==> src/rtl/vga_pkg.sv <==
// vga_pkg: shared VGA coordinate defaults, arbiter state encodings and onehot helper
package vga_pkg;
  localparam int X_W_DEF = 10;
  localparam int Y_W_DEF = 9;
  localparam int COLOR_W_DEF = 9;
  typedef enum logic {ARB_IDLE = 1'b0, ARB_OWNED = 1'b1} arb_state_t;
  function automatic logic [2:0] onehot_to_idx(input logic [7:0] oh);
    onehot_to_idx = '0;
    for (int i = 0; i < 8; i++)
      if (oh[i]) onehot_to_idx = 3'(i);
  endfunction
endpackage

==> src/rtl/rr_pick.sv <==
// rr_pick: rotating-priority encoder, searching from last+1 mod N
module rr_pick
  import vga_pkg::*;
#(
  parameter int N = 4,
  localparam int IW = $clog2(N)
)(
  input  logic [N-1:0]  req,
  input  logic [IW-1:0] last,
  output logic          valid,
  output logic [IW-1:0] idx
);
  logic [IW-1:0] p;
  assign valid = |req;
  // walk from the lowest priority up so the nearest candidate after last wins
  always_comb begin
    idx = '0;
    p = '0;
    for (int k = N; k >= 1; k--) begin
      p = IW'((int'(last) + k) % N);
      idx = req[p] ? p : idx;
    end
  end
endmodule

==> src/rtl/pixel_write_arbiter.sv <==
// pixel_write_arbiter: round-robin owner of the single vga_adapter pixel port.
// Define PIXEL_ARB_QUANTUM_EN to preempt an owner after QUANTUM cycles when others wait.
module pixel_write_arbiter
  import vga_pkg::*;
#(
  parameter int N = 4,
  parameter int X_W = X_W_DEF,
  parameter int Y_W = Y_W_DEF,
  parameter int COLOR_W = COLOR_W_DEF,
  parameter int QUANTUM = 256
)(
  input  logic                 clk,
  input  logic                 reset,
  input  logic [N-1:0]         req,
  input  logic [N*X_W-1:0]     in_x,
  input  logic [N*Y_W-1:0]     in_y,
  input  logic [N*COLOR_W-1:0] in_color,
  input  logic [N-1:0]         in_write,
  output logic [N-1:0]         gnt,
  output logic [X_W-1:0]       vga_x,
  output logic [Y_W-1:0]       vga_y,
  output logic [COLOR_W-1:0]   vga_color,
  output logic                 vga_write,
  output logic                 busy,
  output logic                 drop_err
);
  localparam int IW = $clog2(N);
  arb_state_t state, state_n;
  logic [N-1:0] gnt_n;
  logic [IW-1:0] last, last_n, o, pidx;
  logic pv, expire, handoff;
  assign o = IW'(onehot_to_idx(8'(gnt)));
  // the current owner is never a candidate, so a revoke always moves on
  rr_pick #(.N(N)) u_pick (.req(req & ~gnt), .last(last), .valid(pv), .idx(pidx));
`ifdef PIXEL_ARB_QUANTUM_EN
  localparam int CW = $clog2(QUANTUM);
  logic [CW-1:0] cnt;
  assign expire = cnt == CW'(QUANTUM - 1);
  always_ff @(posedge clk)
    cnt <= (reset || (handoff && pv)) ? '0 : (state == ARB_OWNED && !expire) ? cnt + 1'b1 : cnt;
`else
  assign expire = 1'b0;
`endif
  assign handoff = state == ARB_IDLE || !req[o] || (expire && pv);
  always_ff @(posedge clk) begin
    if (reset) begin
      state <= ARB_IDLE;
      gnt <= '0;
      last <= IW'(N - 1);
      vga_x <= '0;
      vga_y <= '0;
      vga_color <= '0;
      vga_write <= 1'b0;
      drop_err <= 1'b0;
    end else begin
      state <= state_n;
      gnt <= gnt_n;
      last <= last_n;
      vga_write <= in_write[o] & gnt[o];
      if (|gnt) begin
        vga_x <= in_x[int'(o)*X_W +: X_W];
        vga_y <= in_y[int'(o)*Y_W +: Y_W];
        vga_color <= in_color[int'(o)*COLOR_W +: COLOR_W];
      end
      drop_err <= drop_err | |(in_write & ~gnt);
    end
  end
  always_comb begin
    state_n = handoff ? (pv ? ARB_OWNED : ARB_IDLE) : state;
    gnt_n = handoff ? (pv ? N'(1) << pidx : '0) : gnt;
    last_n = (handoff && pv) ? pidx : last;
  end
  always_comb busy = state == ARB_OWNED;
endmodule

==> config.mk <==
export PLATFORM = sky130hd
export DESIGN_NAME = pixel_write_arbiter
export DESIGN_NICKNAME = d
export VERILOG_FILES = /design/src/rtl/vga_pkg.sv /design/src/rtl/rr_pick.sv /design/src/rtl/pixel_write_arbiter.sv
export SDC_FILE = /design/constraint.sdc
export NUM_CORES = 1
export LEC_CHECK = 0
export CELL_PAD_IN_SITES_DETAIL_PLACEMENT = 1
export CELL_PAD_IN_SITES_GLOBAL_PLACEMENT = 1
export CORE_MARGIN = 2
export CORE_UTILIZATION = 26
export CTS_CLUSTER_DIAMETER = 100
export DETAILED_ROUTE_END_ITERATION = 8
export GPL_TIMING_DRIVEN = 0
export HOLD_SLACK_MARGIN = 0.06
export PLACE_DENSITY_LB_ADDON = 0.1
export SLEW_MARGIN = 20
export SYNTH_ARGS = -nofsm -noshare
export SYNTH_HDL_FRONTEND = slang
export SYNTH_HIERARCHICAL = 1
export SYNTH_SLANG_ARGS = --single-unit
==> constraint.sdc <==
create_clock -name clk -period 2.9 [get_ports clk]
set_input_delay 0.58 -clock clk [delete_from_list [all_inputs] [get_ports clk]]
set_output_delay 0.58 -clock clk [all_outputs]
set_load 0.01 [all_outputs]
# [After elaboration in Yosys (flattened, before gate mapping)]
# Index checks and enable logic that the tools add are counted.
[classes] add_sub_neg=4 n_mul=2 magnitude_cmp=5 n_shift=4 n_mux=23 bitwise_logic=6 n_reduce_logical=6
[op_table] cell="$shiftx 40x7->10" n=1
[op_table] cell="$shiftx 36x32->9" n=1
[op_table] cell="$shiftx 36x7->9" n=1
[op_table] cell="$lt 2x3->1 const B" n=5
[op_table] cell="$bmux 1 s2" n=7
[op_table] cell="$mux 2" n=6
[op_table] cell="$reduce_or 4->1" n=3
[op_table] cell="$mux 1" n=9
[op_table] cell="$and 4x4->4" n=2
[op_table] cell="$mul 2x4->6 const B" n=1
[op_table] cell="$mul 2x3->5 const B" n=1
[op_table] cell="$add 2x1->2 const B" n=2
[op_table] cell="$add 2x2->2 const B" n=2
[op_table] cell="$mux 4" n=1
[op_table] cell="$not 4->4" n=1
[op_table] cell="$shl 1x2->4 const A" n=1
[op_table] cell="$and 1x1->1" n=1
[op_table] cell="$logic_and 1x1->1" n=1
[op_table] cell="$logic_not 1->1" n=1
[op_table] cell="$logic_or 1x1->1" n=1
[op_table] cell="$not 1->1" n=1
[op_table] cell="$or 1x1->1" n=1
[word_totals] ff_bits=37 inputBits=122 out_inout_bits=35

# [Logic depth before layout (Yosys ltp)]
# Gate-level depths: netlist of run 1.
[logic_depth] ltp_word=10 mapped_depth=10 depth_no_buf=8

# [Hierarchy]
# Netlist of run 1, hierarchy kept.
[modules_own_cells] module="pixel_write_arbiter" instances=1 cells_per_inst=264 area_per_inst_um2=2197.1 seq_area_each_um2=740.7
[modules_own_cells] module="rr_pick" instances=1 cells_per_inst=14 area_per_inst_um2=91.3 seq_area_each_um2=0.0

# [Least setup slack after synthesis of run 1]
# No wires, ideal clock.
[synth_timing] path_type="register -> register" startpoint="register gnt[2]" endpoint="register gnt[2]" setup_ps=115 t_arrival_ps=1797 slack_ps=988 path_stages_with_launch=10 path_buffers=2 period_less_slack_ps=1912 path_cell_list="dfxtp_1 > buf_2 > clkbuf_1 > nor2b_1 > and2b_1 > a21oi_2 > o221ai_2 > nor3b_1 > and3_1 > o21a_1"
[synth_between] elab_chain_cells=10 word_cells_on_any_way=23 cone_classes="shift: 1; mux: 17; bitwise: 2; reduce/logical: 3"
[synth_lines] element="from (decl)" line_no="pixel_write_arbiter.sv:19" rtl="output logic [N-1:0] gnt,"
[synth_lines] element="from (signal assigned)" line_no="pixel_write_arbiter.sv:57" rtl="gnt <= gnt_n;"
[synth_lines] element="$not 4->4 *" line_no="pixel_write_arbiter.sv:34" rtl="rr_pick #(.N(N)) u_pick (.req(req & ~gnt), .last(last), .valid(pv), .idx(pidx));"
[synth_lines] element="$and 4x4->4 *" line_no="pixel_write_arbiter.sv:34"
[synth_lines] element="$bmux 1 s2" line_no="rr_pick.sv:21" rtl="idx = req[p] ? p : idx;"
[synth_lines] element="$mux 1 (implied by the code)" line_no="rr_pick.sv:21"
[synth_lines] element="$mux 2 (3 in series)" line_no="rr_pick.sv:21"
[synth_lines] element="$mux 2 *" line_no="rr_pick.sv:21"
[synth_lines] element="via pidx[0]" line_no="pixel_write_arbiter.sv:30" rtl="logic [IW-1:0] last, last_n, o, pidx;"
[synth_lines] element="$shl 1x2->4 *" line_no="pixel_write_arbiter.sv:70" rtl="gnt_n = handoff ? (pv ? N'(1) << pidx : '0) : gnt;"
[synth_lines] element="$mux 4 *" line_no="pixel_write_arbiter.sv:70"
# Mark *: on every way through the listed nets, which the timed path passes. The rest lies on a longest branch. The select of a mux whose other input is x is not followed.
# A chain may end at the register's enable or synchronous reset.

# [Worst setup path after layout of run 1]
[layout_timing] startpoint="register gnt[1]" endpoint="register gnt[2]"
# The elaborated chain is that of the path after synthesis.

==> results.md, run 1 <==
- Status: finished clean
- Worst Hold Class: reg2reg
- Vias in the first global route: between 2k and 3k
- Mean post-synth cell area: 8.23 sq um
- Sw Pwr: 1.07 mW
- I/O pin count: 157
- # hold bufs at CTS: 0
- Crit path max fanout: 10
- Worst hold slack: 0.541 ns
- Area grow syn2layout: 77.9%
- Residual DRC count: 0
- Clock Tree Buf Depth: 2
- Mapped Cells: 278
- Port buffer count: between 150 and 200
- CP required: 3.14 ns
- Fill count: between 1k and 1.5k
- Worst r2r src: gnt[1]$_SDFFE_PP0P_
- Final Power: around 2.8 mW
- MaxCap Viol Count: 0
- Gate power share: a little under three fifths
- Seq/Total Area, Yosys: between 30% and 40%
- H-Tree Depth: 2
- Final period utilization: 81.8%
- Largest net degree at the start of global routing: 11
- Worst Hold End: vga_y[7]$_SDFFE_PP0P_
- Post-CTS setup buffer count: 0
- Pwr dens: just under 700 nW/um^2
- Post-route cell area: approximately 4000 sq um
- Worst EP arrival: 2.61 ns
- Layout cells sized above 1: 9.07%
- Register bit count reported by yosys: 37
- CTS sink cnt: 37
- Initial antenna violation count: 0
- First-pass GRT wire length: roughly 15 mm
- Worst-Skew Late Latency: about 0.29 ns
- TNS Setup: 0 ns
- RSZ-0062 raised after global routing: false
- Placed instance area: between 3000 and 4000 sq um
- Post-CTS sizing: 0
- Hold Startpoint: vga_y[7]$_SDFFE_PP0P_
- Nets: 563
- Crit path time final: around 2.4 ns
- Worst-path cell chain: buf_2 -> buf_2 -> nor2b_1 -> a21oi_1 -> a31oi_1 -> a21oi_1 -> nor3b_1 -> and3_1 -> o21a_1
- FF-to-FF End: gnt[2]$_SDFFE_PP0P_
- Std cell rows: 34
- Clock slew at reported path FFs: 0.08 ns
- Hold depth: 2
- Die width: 97.8 um
- Leak pwr: about 1.6 nW
- Relative slew slack: 45.8%
- Average via count per standard cell: 5.08
- Flop pwr share: 29.3%
- DRT iter0 DRCs: 88
- Router iterations before antenna repair: 4
- Die height: 97.8 um
- Setup crit end kind: flop
- Max Clock Skew: 0.00356 ns
- Crit start category: flop
- Tot GR Track Use: roughly a fifth
- Clock Power Share: approximately 14%
- Worst Reg-to-Reg Cells: 9
- Synthesized net count: 400
- R2r setup slk: 0.53 ns
- DIE AREA: 9570 sq um
- Wirelength, routed: 9.81 mm
- Ys Warns: 6
- Inserted Diodes: 0
- Final setup violation count: 0
- Clock Tree Root: clkbuf_8
- CTS tree: built
- Count of different cell masters after synthesis: 37
- RePlAce Congestion: just under 0.8
- Crit path kind: reg2reg
- Final Slew Violations: 0
- Worst-Margin Slew: 0.806 ns
- Peak supply drop: about 240 uV
- CTS buffer count: 5
- Via Count: 2,788
- Slowest CP cell: dfxtp_1
- Post-DP HPWL: 7.38 mm
- Final hold violation count: 0
- Cell Area, Synth: 2290 sq um
- Grt ovf: 0
- Switching portion of total power: 38.3%
- Fmax: 422 MHz
- Routed Antenna Nets: 0
- Drt wl/cell: 17.9 um
- Internal: 1.72 mW
- Initial Util: 26.5%
- Core area: about 8600 sq um
- Max incr delay on CP: 0.49 ns
[power groups by stage]
| stage | combinational, mW | clock (mW) | sequential [mW] |
|---|---|---|---|
| after floorplan | 0.761 | 0 | 0.898 |
| after global placement | 1.57 | 0 | 0.819 |
| after detailed placement | 1.60 | 0 | 0.833 |
| after CTS | 1.60 | 0.400 | 0.821 |
| after global routing | 1.72 | 0.410 | 0.846 |
| final | 1.58 | 0.386 | 0.818 |
[cell usage in the layout (no fill, tap or decap), types with 2 or more instances in the layout]
master / count
dfxtp_1: 37
inv_1: 46
clkbuf_1: 10
a21oi_1: 50
o221ai_1: 18
buf_2: 8
o211ai_1: 2
a222oi_1: 9
a22o_1: 8
clkbuf_8: 6
nand3_2: 3
clkdlybuf4s50_1: 156
mux2i_1: 5
nand2b_1: 3
a221oi_1: 9
nor2_1: 11
buf_4: 2
nor2b_1: 5
nand2_1: 17
a221oi_2: 11
a31oi_1: 4
buf_6: 4
[critical path: cells and delay by family (launching register included)]
family	cells	cell delay, ns
flops	1	0.49
compound gates	4	0.62
simple gates	3	0.57
buf+inv	2	0.65
[cells in the mapped netlist]
cell type   n  area [sq um]
a211oi_1    1          7.51
a21bo_2     1          10.0
a21oi_1    50           250
a21oi_2     1          8.76
a221oi_1    9          78.8
a221oi_2   11           165
a222oi_1    9          90.1
a22o_1      8          70.1
a22oi_1     1          7.51
a311o_1     1          10.0
a31oi_1     4          25.0
and2b_1     1          7.51
and3_1      1          6.26
buf_2       8          40.0
buf_4       2          15.0
buf_6       4          45.0
clkbuf_1    9          33.8
dfxtp_1    37           741
inv_1      46           173
mux2_2      1          11.3
mux2i_1     5          50.1
nand2_1    17          63.8
nand2b_1    3          18.8
nand3_2     3          30.0
nand3b_1    1          7.51
nor2_1     11          41.3
nor2b_1     5          31.3
nor3b_1     1          7.51
nor4_2      1          12.5
o211ai_1    2          15.0
o21a_1      1          7.51
o221ai_1   18           158
o221ai_2    1          15.0
o2bb2ai_1   1          8.76
o32ai_1     1          8.76
o41ai_1     1          8.76
or3b_2      1          8.76
[how the worst max path moves through the flow]
stage / start / end / slack, ns / cells after the start
after global routing: gnt[1]$_SDFFE_PP0P_ / gnt[2]$_SDFFE_PP0P_ / 0.38 / 9
after global placement: req[1] / gnt[2]$_SDFFE_PP0P_ / 0.50 / 7
after CTS: gnt[1]$_SDFFE_PP0P_ / gnt[2]$_SDFFE_PP0P_ / 0.52 / 9
final: gnt[1]$_SDFFE_PP0P_ / gnt[2]$_SDFFE_PP0P_ / 0.53 / 9
after floorplan: gnt[2]$_SDFFE_PP0P_ / gnt[2]$_SDFFE_PP0P_ / 0.99 / 9
after detailed placement: req[1] / gnt[2]$_SDFFE_PP0P_ / 0.47 / 7
[layer usage]
metal	vias to the layer above	routed length, um	GRT usage, %
met5	-	0	0
met1	1334	4250	25.3
li1	1365	-	-
met3	2	568	4.15
met2	87	4960	35.6
met4	0	34	3.53
[flip-flops by register name, indices dropped and copies added, names as in the netlist]
| register | flops |
|---|---|
| vga_y | 9 |
| gnt | 4 |
| vga_color | 9 |
| drop_err | 1 |
| busy | 1 |
| vga_write | 1 |
| last | 2 |
| vga_x | 10 |
[layout make-up]
| cell class | count | area (sq um) | share of cell area (%) |
|---|---|---|---|
| buffer | 23 | 134 | 3.29 |
| clock buffer | 7 | 86.3 | 2.12 |
| inverter | 46 | 173 | 4.24 |
| multi-input combinational | 172 | 1240 | 30.5 |
| sequential | 37 | 741 | 18.2 |
| tap | 108 | 135 | 3.32 |
| timing repair buffer | 156 | 1560 | 38.4 |
[cells by family after synthesis]
| logic type | synth area share [%] |
|---|---|
| compound gates | 41.3 |
| buf+inv | 13.4 |
| flops | 32.4 |
| mux | 2.68 |
| simple gates | 10.3 |
[stage by stage]
step	std cells	util, %	setup slack [ns]
after floorplan	278	-	0.988
after global placement	542	46.1	0.500
after detailed placement	542	46.1	0.473
after CTS	549	47.1	0.521
after global routing	549	47.1	0.378
final	549	47.1	0.528
Power figures use the tool's default switching activity.
==> run 2, diff against run 1 <==
- CORE_UTILIZATION: 26 -> 22
- clock period: 2.9 -> 1.9 ns (I/O delays scaled with it)
==> run 2 against run 1 <==
- clock power up 66%
- sequential share of layout area decreased by 0.38 points
- final cell count is 4.9% higher
- first-iteration DRC count shrank 4.5%
- critical endpoint unchanged
- largest cell class unchanged
==> results.md, run 2 (synthesis results as in run 1) <==
- Worst-Margin Slew: between 0.8 and 0.9 ns
- Clock Tree Buf Depth: 2
- Via Count: 2,814
- H-Tree Depth: 2
- Switching portion of total power: 38.1%
- Port buffer count: 156
- Final Slew Violations: 0
- GR peak layer: met2
- CP required: approximately 2.1 ns
- Residual DRC count: 0
- First-pass GRT wire length: 15.9 mm
- Pwr dens: 1040 nW/um^2
- Std cell rows: 37
- CTS sink cnt: 37
- Average via count per standard cell: around 4.9
- Grt met1 use: 20.9%
- Commonest non-fill, non-tap cell in the layout: clkdlybuf4s50_1
- Internal: 2.70 mW
- Final Power: 4.37 mW
- Largest net degree at the start of global routing: 20
- Layout cells sized above 1: 11.8%
- Status: finished clean
- Placed instance area: 4020 sq um
- Routed Antenna Nets: 0
- Relative slew slack: 40.2%
- RSZ-0062 raised after global routing: true
- CTS buffer count: 5
- MaxCap Viol Count: 0
- Post-route cell area: 4180 sq um
- Clock Power Share: 14.7%
- DRT iter0 DRCs: 84
- Fill count: about 1.2k
- Grt ovf: 0
- Gate power share: a little under three fifths
- Clock slew at reported path FFs: 0.08 ns
- TNS Setup: 0 ns
- Crit path max fanout: 10
- Worst Hold Class: reg2reg
- Drt wl/cell: ~17 um
- Max Clock Skew: 0.0113 ns
- Area grow syn2layout: 82.7%
- Fmax: 545 MHz
- Crit path time final: 1.84 ns
- Post-Layout Cell Count: 576
- Tot GR Track Use: 17.8%
- Commonest cells after routing, fill and taps aside: 156 x clkdlybuf4s50_1, 49 x a21oi_1, 46 x inv_1, 34 x dfxtp_1, 18 x o221ai_1
- Router iterations before antenna repair: 4
- Inserted Diodes: 0
- Final period utilization: 96.6%
- Final setup violation count: 0
- Clock Tree Root: clkbuf_8
- Largest Register: vga_x
- Util after Layout: 40.9%
- Peak supply drop: 310 uV
- Vias in the first global route: 3,065
- Die height: 106 um
- Sw Pwr: around 1.7 mW
- GR Util met2: around a third
- Setup crit end kind: flop
- Initial antenna violation count: 0
- CTS tree: built
- Post-DP HPWL: 7.65 mm
- RePlAce Congestion: approximately 0.76
- Initial Util: 22.4%
- Placed insts: 570
- Final hold violation count: 0
- Largest regs: vga_x x10, vga_color x9, vga_y x9
- Die width: 106 um
- Max reg flops: 10
- Leak pwr: 1.67 nW
- Crit start category: flop
- Flop pwr share: 29.0%
- GRT met3 Usage: 4.66%
- Core area: 10,200 sq um
- Worst EP arrival: 2.08 ns
- DIE AREA: 11,200 sq um
- I/O pin count: 157
- Worst-Skew Late Latency: about 0.3 ns
- Crit path kind: reg2reg
- Nets: 561
- Wirelength, routed: about 10 mm
[run 2: worst paths after layout]
path | slack, ns | endpoint | startpoint | cells after the start
max reg2reg | 0.06 | gnt[2]$_SDFFE_PP0P_ | gnt[2]$_SDFFE_PP0P_ | 9
min | 0.54 | vga_y[0]$_SDFFE_PP0P_ | vga_y[0]$_SDFFE_PP0P_ | 2
min reg2reg | 0.54 | vga_y[0]$_SDFFE_PP0P_ | vga_y[0]$_SDFFE_PP0P_ | 2
max | 0.06 | gnt[2]$_SDFFE_PP0P_ | gnt[2]$_SDFFE_PP0P_ | 9
[run 2: layout make-up]
type / instances / area [sq um] / area share (%)
Timing Repair Buffer: 156 / 1560 / 37.4
Multi-Input combinational cell: 172 / 1280 / 30.6
Buffer: 21 / 149 / 3.56
Clock inverter: 1 / 5.00 / 0.120
Tap cell: 136 / 170 / 4.07
Sequential cell: 37 / 744 / 17.8
Clock buffer: 7 / 96.3 / 2.30
Inverter: 46 / 173 / 4.13
[run 2: through the flow]
stage               worst slack [ns]  hold slack, ns
global placement              -0.465           0.509
finish                        0.0643           0.542
floorplan                     0.0206           0.526
detailed placement            -0.447           0.523
global route                 -0.0239           0.570
CTS                           0.0101           0.545
[run 2: worst max-delay path, stage by stage, from the launching register on]
cell and delay [ns]:
dfxtp_2 0.33, buf_6 0.13, clkbuf_8 0.17, nor2b_4 0.14, and2b_1 0.22, a21oi_2 0.16, o221ai_4 0.15, nor3b_2 0.18
and3_1 0.19, o21a_1 0.11
[run 2: routing by layer]
layer	part of all wire (%)	up-vias
met3	7.6	6
met1	42	1344
met4	0.73	0
li1	-	1361
met5	0	-
met2	50	103
[run 2: power groups by stage]
stage | registers [mW] | clock network [mW] | logic (mW)
detailed placement | 1.27 | 0 | 2.45
floorplan | 1.37 | 0 | 1.16
CTS | 1.26 | 0.654 | 2.47
global route | 1.31 | 0.683 | 2.69
global placement | 1.26 | 0 | 2.42
finish | 1.27 | 0.642 | 2.46
[run 2: timing repair]
action,in CTS,in global routing
resized for setup,13,7
pin swaps,1,3
hold buffers,0,0
endpoints found under the setup margin,7,4
buffers inserted,0,0
